### config.mk
export PLATFORM = sky130hd
export DESIGN_NAME = debug_capture_buffer
export DESIGN_NICKNAME = d
export VERILOG_FILES = /design/src/rtl/debug_capture_buffer.sv
export SDC_FILE = /design/constraint.sdc
export NUM_CORES = 1
export LEC_CHECK = 0
export CORE_MARGIN = 2
export CORE_UTILIZATION = 23
export CTS_CLUSTER_DIAMETER = 200
export DETAILED_ROUTE_END_ITERATION = 8
export PLACE_DENSITY_LB_ADDON = 0.25
export SYNTH_ARGS = -nofsm -noshare
export SYNTH_HDL_FRONTEND = slang
export SYNTH_SLANG_ARGS = --single-unit
### constraint.sdc
create_clock -name clock -period 5.1 [get_ports clock]
set_clock_uncertainty 0.15 [all_clocks]
set_input_delay 1.275 -clock clock [delete_from_list [all_inputs] [get_ports clock]]
set_output_delay 1.275 -clock clock [all_outputs]
set_load 0.05 [all_outputs]
### src/rtl/debug_capture_buffer.sv
// rtl/debug_capture_buffer.sv - FIFO capture buffer for the HeMPS debug word stream
// Optional macro DEBUG_CAPTURE_TIMESTAMP_EN adds a per-word capture timestamp.
module debug_capture_buffer #(
  parameter int DEPTH       = 16,
  parameter int BUSY_MARGIN = 2,
  parameter int DROP_W      = 16
) (
  input  logic                     clock,
  input  logic                     reset,
  input  logic                     write_enable_debug,
  input  logic [31:0]              data_out_debug,
  output logic                     busy_debug,
  output logic                     log_valid,
  output logic [31:0]              log_data,
  output logic [31:0]              log_timestamp,
  input  logic                     log_ready,
  input  logic                     flush,
  input  logic                     clear_overflow,
  output logic                     overflow,
  output logic [DROP_W-1:0]        drop_count,
  output logic [$clog2(DEPTH):0]   level
);

  localparam int AW = $clog2(DEPTH);
  localparam logic [AW:0] LVL_FULL   = (AW+1)'(DEPTH);
  localparam logic [AW:0] LVL_MARGIN = (AW+1)'(BUSY_MARGIN);

  logic [31:0]       mem [DEPTH];
  logic [AW-1:0]     wr_ptr;
  logic [AW-1:0]     rd_ptr;
  logic              full;
  logic              push;
  logic              pop;
  logic              drop;
  logic [AW:0]       next_level;
  logic              next_busy;
  logic [DROP_W-1:0] drop_base;
  logic [DROP_W-1:0] next_drop_count;
  logic              next_overflow;

  always_comb begin
    full = (level == LVL_FULL);
    // Full is judged on the registered level, so a same-cycle pop cannot rescue a push.
    push = write_enable_debug & ~full & ~flush;
    drop = write_enable_debug & full & ~flush;
    pop  = log_valid & log_ready & ~flush;
    if (flush) begin
      next_level = '0;
    end else begin
      next_level = level + {{AW{1'b0}}, push} - {{AW{1'b0}}, pop};
    end
    next_busy = (LVL_FULL - next_level) <= LVL_MARGIN;
  end

  // Clear takes effect first, then any drop in the same cycle is counted on top of it.
  always_comb begin
    drop_base       = clear_overflow ? '0 : drop_count;
    next_overflow   = (overflow & ~clear_overflow) | drop;
    next_drop_count = drop_base;
    if (drop && (drop_base != {DROP_W{1'b1}})) begin
      next_drop_count = drop_base + 1'b1;
    end
  end

  always_ff @(posedge clock or negedge reset) begin
    if (!reset) begin
      wr_ptr     <= '0;
      rd_ptr     <= '0;
      level      <= '0;
      busy_debug <= 1'b0;
      overflow   <= 1'b0;
      drop_count <= '0;
    end else begin
      if (flush) begin
        wr_ptr <= '0;
        rd_ptr <= '0;
      end else begin
        if (push) wr_ptr <= wr_ptr + 1'b1;
        if (pop)  rd_ptr <= rd_ptr + 1'b1;
      end
      level      <= next_level;
      busy_debug <= next_busy;
      overflow   <= next_overflow;
      drop_count <= next_drop_count;
    end
  end

  always_ff @(posedge clock) begin
    if (push) mem[wr_ptr] <= data_out_debug;
  end

  assign log_valid = (level != '0);
  // Storage is never reset; masking keeps the head word from showing X while empty.
  assign log_data  = log_valid ? mem[rd_ptr] : '0;

`ifdef DEBUG_CAPTURE_TIMESTAMP_EN
  logic [31:0] cycle_count;
  logic [31:0] ts_mem [DEPTH];

  always_ff @(posedge clock or negedge reset) begin
    if (!reset) begin
      cycle_count <= '0;
    end else begin
      cycle_count <= cycle_count + 1'b1;
    end
  end

  always_ff @(posedge clock) begin
    if (push) ts_mem[wr_ptr] <= cycle_count;
  end

  assign log_timestamp = log_valid ? ts_mem[rd_ptr] : '0;
`else
  assign log_timestamp = '0;
`endif

endmodule

== Word-level counts from Yosys, hierarchy flattened ==
Memories as Yosys holds them, arrays and structs flattened.
Cells that the tools add are included.
Storage, ports and cells
  register bits after elaboration: 31
  RAM bits: 512
  input bits: 38
  output and inout bits: 88
  word-level logic and storage cells: 41
  memories kept: 1
Memories
  mem: depth 16, bits a word 32, rd ports 1, clocked after memory_dff 0, write ports 1, line 28  | logic [31:0] mem [DEPTH];
Cells by class
  add/sub/neg operators: 6
  order comparisons: 1
  equal/unequal tests: 2
  muxes and demuxes: 10
  bitwise operators: 11
  reductions and logical operators: 4
Operator list (number)
  2-to-1 mux 16 bit: 2
  2-to-1 mux 32 bit: 1
  adder 16 x 1 -> 16 bit (second input constant): 1
  2-to-1 mux 4 bit: 4
  != test 16 bit (second input constant): 1
  adder 4 x 1 -> 4 bit (second input constant): 2
  bitwise AND 1 bit: 7
  adder 5 x 1 -> 5 bit: 1
  == test 5 bit (second input constant): 1
  <= comparator 5 x 2 -> 1 bit (second input constant): 1
  2-to-1 mux 5 bit: 1
  nonzero test 5 bit: 1
  subtractor 5 x 1 -> 5 bit: 1
  subtractor 5 bit (first input constant): 1
  nonzero test 2 bit: 2
  inverter 1 bit: 3
  2-to-1 mux 1 bit: 2
  logical AND 1 bit: 1
  bitwise OR 1 bit: 1

== Logic depth before layout (Yosys ltp) ==
Gate-level depths: netlist of the first run.
  depth after elaboration: 9
  mapped depth: 19
  mapped depth without buffers: 18

== Worst setup path before layout of the first run ==
No wires, ideal clock.
  path kind: input to register
  start point: in flush
  end point: mem mem[0][0], enable pin
  library setup time: 461 ps
  arrival time: 4234 ps
  required time: 4489 ps
  slack: 255 ps
  stages: 5
  cell sequence: clkbuf_1 clkbuf_1 nor2_1 nand2_1 nor3_1
Between the ends
  cells in the longest elaborated chain, start to end: 4
Ends and longest elaborated chain
  start: declaration: line 17  | input logic flush,
  inverter 1 bit: line 44  | push = write_enable_debug & ~full & ~flush;
  bitwise AND 1 bit: line 44
  2-to-1 mux 1 bit: line 89  | if (push) mem[wr_ptr] <= data_out_debug;
  2-to-1 mux 1 bit (not written as such): line 89
  end: declaration: line 28
Every way passes these cells.

== Worst setup path in the final report of the first run ==
  start point: reg rd_ptr[0]
  end point: out log_data[12]
Between the ends
  cells in the longest elaborated chain, start to end: 2
Ends and longest elaborated chain
  start: declaration: line 30  | logic [AW-1:0] rd_ptr;
  start signal: assignment: line 79  | if (pop) rd_ptr <= rd_ptr + 1'b1;
  memory read (16 x 32 bit)
  2-to-1 mux 32 bit: line 94  | assign log_data = log_valid ? mem[rd_ptr] : '0;
  end: declaration: line 14  | output logic [31:0] log_data,
Every way passes these cells.

==> impl_metrics.tcl, run 1 <==
set metrics [dict create \
    fin_crit_ns 4.94 \
    arrival_ns 3.52 \
    via_count 10151 \
    hold_end "overflow" \
    wl_um 53500 \
    switching_power_uw 3740 \
    min_path_cells 2 \
    cp.depth 5 \
    cpMostUsedCell "mux4_2" \
    synth_edf_count 512 \
    drc_errors 0 \
    fillCellCount 9244 \
    final_cells 2437 \
    syn-cell-area_um2 21600 \
    switching_share_pct 30.2 \
    power_density_nw_per_um2 474 \
    ys.flop_type "edfxtp_1" \
    htreeDepth 2 \
    setup_violations 0 \
    clk-insertion-delay-late_ns 0.63 \
    track_usage_pct 11.0 \
    synth_cells 997 \
    synth_cell_types 49 \
    drt-vias-per-instance 4.17 \
    async_flop_share_pct 5.71 \
    pwr-share-seq_pct 40.8 \
    postRouteAntennaNets 0 \
    required_ns 3.67 \
    utilization_pct 28.0 \
    yosysSeqAreaShare_pct 74.7 \
    tritoncts "yes" \
    synth_top_cell_by_area "edfxtp_1" \
    crit_family "multiplexers" \
    cp-start-kind "flop" \
    hold_buffers 0 \
    floorplan.initialDensity_pct 23.2 \
    hold_slack_ns 0.413 \
    fp.dieW_um 311 \
    maxSlewViolCount 0 \
    grt_max_degree 68 \
    rr_startpoint "level[2]" \
    area.growth.synth_to_final_pct 20.8 \
    clkTransAtPathRegs_ns 0.06 \
    portBuffers 93 \
    hp-start "overflow" \
    cts_buffers 59 \
    root_buffer "clkbuf_16" \
    ys_ff_latch 543 \
    rsz0062_at_grt "false" \
    worst_pin_slew_ns 0.866 \
    dp.cells 2331 \
    num-nets-final 1191 \
    rows 112 \
    fp.dieH_um 311 \
    crit_chain "buf_12 > mux4_2 > mux4_2 > and2_1 > clkdlybuf4s50_1" \
    cts_sinks 543 \
    leakagePower_uw 0.00805 \
    drive_gt1_share_pct 25.6 \
    hold_viol 0 \
    cts_setup_buffers 0 \
    r2r_setup_slack_ns 0.90 \
    fin_crit_sh_pct 96.9 \
    pwr-share-clk_pct 32.1 \
    slowest_stage "clkdlybuf4s50_1" \
    grt.overflow.total 0 \
    slowest_delay_ns 0.73 \
    routedWlPerCell_um 21.9 \
    yosysWarningCount 0 \
    maxCapViolCount 0 \
    coreArea_um2 93200 \
    io_pins 126 \
    worstPathBufferInverterCount 2 \
    antenna_found_initial 5 \
    path_class "reg2out" \
    dr.pass1.iters 4 \
    ir_drop_uv 232 \
    internal-power_uw 8650 \
    cts_buffer_depth 3 \
    hpwl_um 27900 \
    max_slew_margin_pct 42.1 \
    ctsResizeCount 1 \
    drtIter0Drc 564 \
    dieArea_um2 96400 \
    status "complete, no violations" \
    yosysMostFrequentCell "edfxtp_1" \
    tns_ns 0 \
    first_global_vias 10894 \
    worstSetupEndpointType "output pin" \
    syn_area_per_cell_um2 21.7 \
    synth_area_leaders "edfxtp_1, mux4_2, dfrtp_1, buf_4, and2_1" \
    synth_common_cells "edfxtp_1, mux4_2, and2_1, buf_4, dfrtp_1" \
    gp_congestion 0.709 \
    r2r_cells 18 \
    crit_fanout 29 \
    p_comb_share_pct 27.1 \
    min_path_type "reg2reg" \
    grt_first_pass_wirelength_um 77500 \
    yosysTopAreaCellShare_pct 71.1 \
    r2r_end "busy_debug" \
    max_freq_mhz 202 \
]
-- cell families after synthesis --
logic type / share of synthesized area [%]
AO/OA/AOI/OAI: 0.724
XOR/XNOR: 0.608
adder cells (fa/ha/maj): 0.903
buffers and inverters: 2.66
flip-flops: 74.7
multiplexers: 16.9
other: 0.0174
AND/OR/NAND/NOR: 3.49
-- flip-flops by register name, indices dropped and copies added (netlist names) --
register	cells
mem	512
drop_count	16
level	5
rd_ptr	4
wr_ptr	4
busy_debug	1
overflow	1
-- area by class of cell --
| class | count | area [um2] | share of cell area, % |
|---|---|---|---|
| clock buffers | 74 | 1530 | 5.87 |
| flip-flops and latches | 543 | 16200 | 61.9 |
| diodes | 2 | 5.00 | 0.0192 |
| multi-input cells | 387 | 5110 | 19.6 |
| clock inverters | 30 | 282 | 1.08 |
| inverters | 17 | 63.8 | 0.244 |
| well taps | 1254 | 1570 | 6.01 |
| repair buffers | 130 | 1390 | 5.33 |
-- cells in the final DEF (no fill, tap or decap), drive strengths merged, types with 8 or more instances in the layout --
| master | instances |
|---|---|
| clkdlybuf4s50 | 86 |
| ha | 14 |
| xor2 | 8 |
| and2 | 32 |
| clkbuf | 74 |
| nor2 | 29 |
| clkinv | 24 |
| edfxtp | 512 |
| nand2 | 12 |
| o21ai | 9 |
| dfrtp | 31 |
| nand3 | 11 |
| nor2b | 10 |
| nor3 | 8 |
| buf | 37 |
| a21oi | 10 |
| inv | 18 |
| conb | 32 |
| mux4 | 160 |
-- layer usage --
layer	vias up	global-route usage [%]	share of wire, %
met2	219	18.2	48
met4	8	2.45	1.6
met1	5517	14.8	45
met3	72	2.26	4.6
met5	-	0	0.088
li1	4335	-	-
-- power groups by stage --
stage	registers (uW)	logic (uW)	clock network (uW)
finish	5050	3360	3980
floorplan	5180	2390	0
CTS	5050	3480	4120
global route	5060	3600	4290
detailed placement	5140	3470	0
global placement	5140	3460	0
-- worst max-delay path by stage --
stage	start	endpoint	slack (ns)
4_1_cts	rd_ptr[0]	log_data[28]	0.04
6_report	rd_ptr[0]	log_data[12]	0.16
5_1_grt	rd_ptr[0]	log_data[7]	0.005
3_3_place_gp	write_enable_debug	busy_debug	0.45
2_1_floorplan	flush	mem[0][0]	0.26
3_5_place_dp	write_enable_debug	busy_debug	0.48
-- tightest hold or removal path: stages (launching register included) --
cell and delay (ns):
dfrtp_1 0.40, inv_1 0.06, o22ai_1 0.06
-- stage by stage --
step,setup slack [ns],cell area [um2],power (uW)
after floorplan,0.255,21700,7560
after global placement,0.453,24300,8600
after detailed placement,0.475,24300,8610
after CTS,0.0371,26100,12700
after global routing,0.00529,26100,13000
final,0.157,26100,12400
Power figures use the tool's default switching activity.
==> inputs of run 2 (changes only) <==
--- a/config.mk
+++ b/config.mk
@@ -9,6 +9,7 @@
 export CORE_UTILIZATION = 23
 export CTS_CLUSTER_DIAMETER = 200
 export DETAILED_ROUTE_END_ITERATION = 8
+export GPL_ROUTABILITY_DRIVEN = 0
 export PLACE_DENSITY_LB_ADDON = 0.25
 export SYNTH_ARGS = -nofsm -noshare
 export SYNTH_HDL_FRONTEND = slang
==> results of run 2 <==
The final DEF is identical to that of run 1; final timing and power are the same.
==> inputs of run 3 (changes only) <==
--- a/config.mk
+++ b/config.mk
@@ -10,6 +10,7 @@
 export CTS_CLUSTER_DIAMETER = 200
 export DETAILED_ROUTE_END_ITERATION = 8
 export GPL_ROUTABILITY_DRIVEN = 0
+export MAX_ROUTING_LAYER = met4
 export PLACE_DENSITY_LB_ADDON = 0.25
 export SYNTH_ARGS = -nofsm -noshare
 export SYNTH_HDL_FRONTEND = slang
==> run 3 against run 2 <==
Effect of this change: die area unchanged; core utilization about the same; total power hardly changed; count of clock-buffer cells in the layout did not move; clock power barely moved; critical endpoint unchanged.
==> impl_metrics.tcl, run 3 (same netlist as run 1, synthesis figures left out) <==
set metrics [dict create \
    area.growth.synth_to_final_pct 20.9 \
    p_comb_share_pct 27.1 \
    antenna_found_initial 5 \
    max_slew_margin_pct 41.4 \
    portBuffers 93 \
    coreArea_um2 93200 \
    postRouteAntennaNets 0 \
    grt_use_met3_pct 2.26 \
    grt_use_met1_pct 14.7 \
    crit_chain "buf_12 > mux4_2 > mux4_2 > and2_1 > clkdlybuf4s50_1" \
    status "complete, no violations" \
    worstSetupEndpointType "output pin" \
    r2r_end "busy_debug" \
    hp-start "overflow" \
    arrival_ns 3.51 \
    switching_power_uw 3740 \
    drive_gt1_share_pct 25.6 \
    cpMostUsedCell "mux4_2" \
    drt-vias-per-instance 4.16 \
    root_buffer "clkbuf_16" \
    final_common_cell "edfxtp_1" \
    clk-insertion-delay-late_ns 0.63 \
    mostFrequentLayoutCells "edfxtp_1, mux4_2, clkdlybuf4s50_1, clkbuf_16" \
    via_count 10163 \
    rr_startpoint "level[2]" \
    rows 112 \
    drtIter0Drc 649 \
    clkTransAtPathRegs_ns 0.06 \
    min_path_cells 2 \
    track_usage_pct 11.3 \
    ir_drop_uv 230 \
    crit_fanout 29 \
    fin_crit_sh_pct 96.8 \
    maxSlewViolCount 0 \
    leakagePower_uw 0.00805 \
    wl_um 53300 \
    hpwl_um 27900 \
    drc_errors 0 \
    grt.overflow.total 0 \
    reg_top3 "mem (512), drop_count (16), level (5)" \
    grt_first_pass_wirelength_um 77500 \
    dr.pass1.iters 4 \
    tns_ns 0 \
    cts_buffers 59 \
    pwr-share-clk_pct 32.2 \
    worst_pin_slew_ns 0.876 \
    io_pins 126 \
    hold_end "overflow" \
    fillCellCount 9246 \
    max_freq_mhz 202 \
    fp.dieH_um 311 \
    slowest_delay_ns 0.72 \
    power_density_nw_per_um2 474 \
    r2r_cells 18 \
    grt.busiest_layer "met2" \
    hold_buffers 0 \
    first_global_vias 10890 \
    regMostFlops "mem" \
    path_class "reg2out" \
    grt_util_met2_pct 18.2 \
    cts_buffer_depth 3 \
    hold_viol 0 \
    hold_slack_ns 0.413 \
    fp.dieW_um 311 \
    largest_reg_flops 512 \
    rsz0062_at_grt "false" \
    cts_sinks 543 \
    floorplan.initialDensity_pct 23.2 \
    grt_max_degree 68 \
    internal-power_uw 8650 \
    setup_violations 0 \
    pwr-share-seq_pct 40.8 \
    r2r_setup_slack_ns 0.89 \
    num-nets-final 1191 \
    switching_share_pct 30.2 \
    required_ns 3.67 \
    tritoncts "yes" \
    htreeDepth 2 \
    cp-start-kind "flop" \
    fin_crit_ns 4.94 \
    routedWlPerCell_um 21.9 \
    min_path_type "reg2reg" \
    dieArea_um2 96400 \
    maxCapViolCount 0 \
    slowest_stage "clkdlybuf4s50_1" \
]
## run 3: changes by cell type in the layout (fill, tap and decap cells not counted), sizes merged
cell	previous run	this run
diode	2	6
## run 3: worst max-delay path by stage
stage	endpoint	slack (ns)	cells past startpoint	from
floorplan	mem[0][0]	0.26	5	flush
global placement	busy_debug	0.45	16	write_enable_debug
detailed placement	busy_debug	0.48	16	write_enable_debug
CTS	log_data[28]	0.04	5	rd_ptr[0]
global route	log_data[7]	0.003	5	rd_ptr[0]
finish	log_data[12]	0.16	5	rd_ptr[0]
## run 3: power by group through the flow
stage	clock [uW]	sequential [uW]	combinational, uW
after floorplan	0	5180	2390
after global placement	0	5140	3460
after detailed placement	0	5140	3470
after CTS	4120	5050	3480
after global routing	4290	5060	3600
final	3980	5050	3350
## run 3: area by class of cell
class | instances | area [um2] | share of cell area [%]
Sequential cell | 543 | 16200 | 61.8
Multi-Input combinational cell | 387 | 5110 | 19.6
Tap cell | 1254 | 1570 | 6.00
Clock buffer | 74 | 1530 | 5.87
Timing Repair Buffer | 130 | 1390 | 5.33
Clock inverter | 30 | 282 | 1.08
Inverter | 17 | 63.8 | 0.244
Antenna cell | 6 | 15.0 | 0.0575
## run 3: metrics by stage
step	area, um2	setup slack [ns]	total power (uW)	utilization [%]	instances
3_5_place_dp	24300	0.475	8610	26.1	2331
2_1_floorplan	21700	0.255	7560	-	1028
5_1_grt	26100	0.00262	12900	28.0	2439
4_1_cts	26100	0.0371	12700	28.0	2435
6_report	26100	0.161	12400	28.0	2441
3_3_place_gp	24300	0.453	8600	26.1	2331
## run 3: metal layers
| metal | part of all wire [%] | wire (um) |
|---|---|---|
| met3 | 4.7 | 2490 |
| met5 | 0 | 0 |
| met1 | 45 | 24100 |
| met4 | 1.6 | 853 |
| met2 | 48 | 25900 |
## run 3: critical path, delay by kind of cell (launching register included)
| kind | cells | cell delay [ns] |
|---|---|---|
| mux | 2 | 1.09 |
| buf+inv | 2 | 1.01 |
| flops | 1 | 0.55 |
| simple gates | 1 | 0.19 |
## run 3: timing repair
item,in CTS,in global routing
buffers inserted,0,0
endpoints found under the setup margin,4,7
resized for setup,1,7
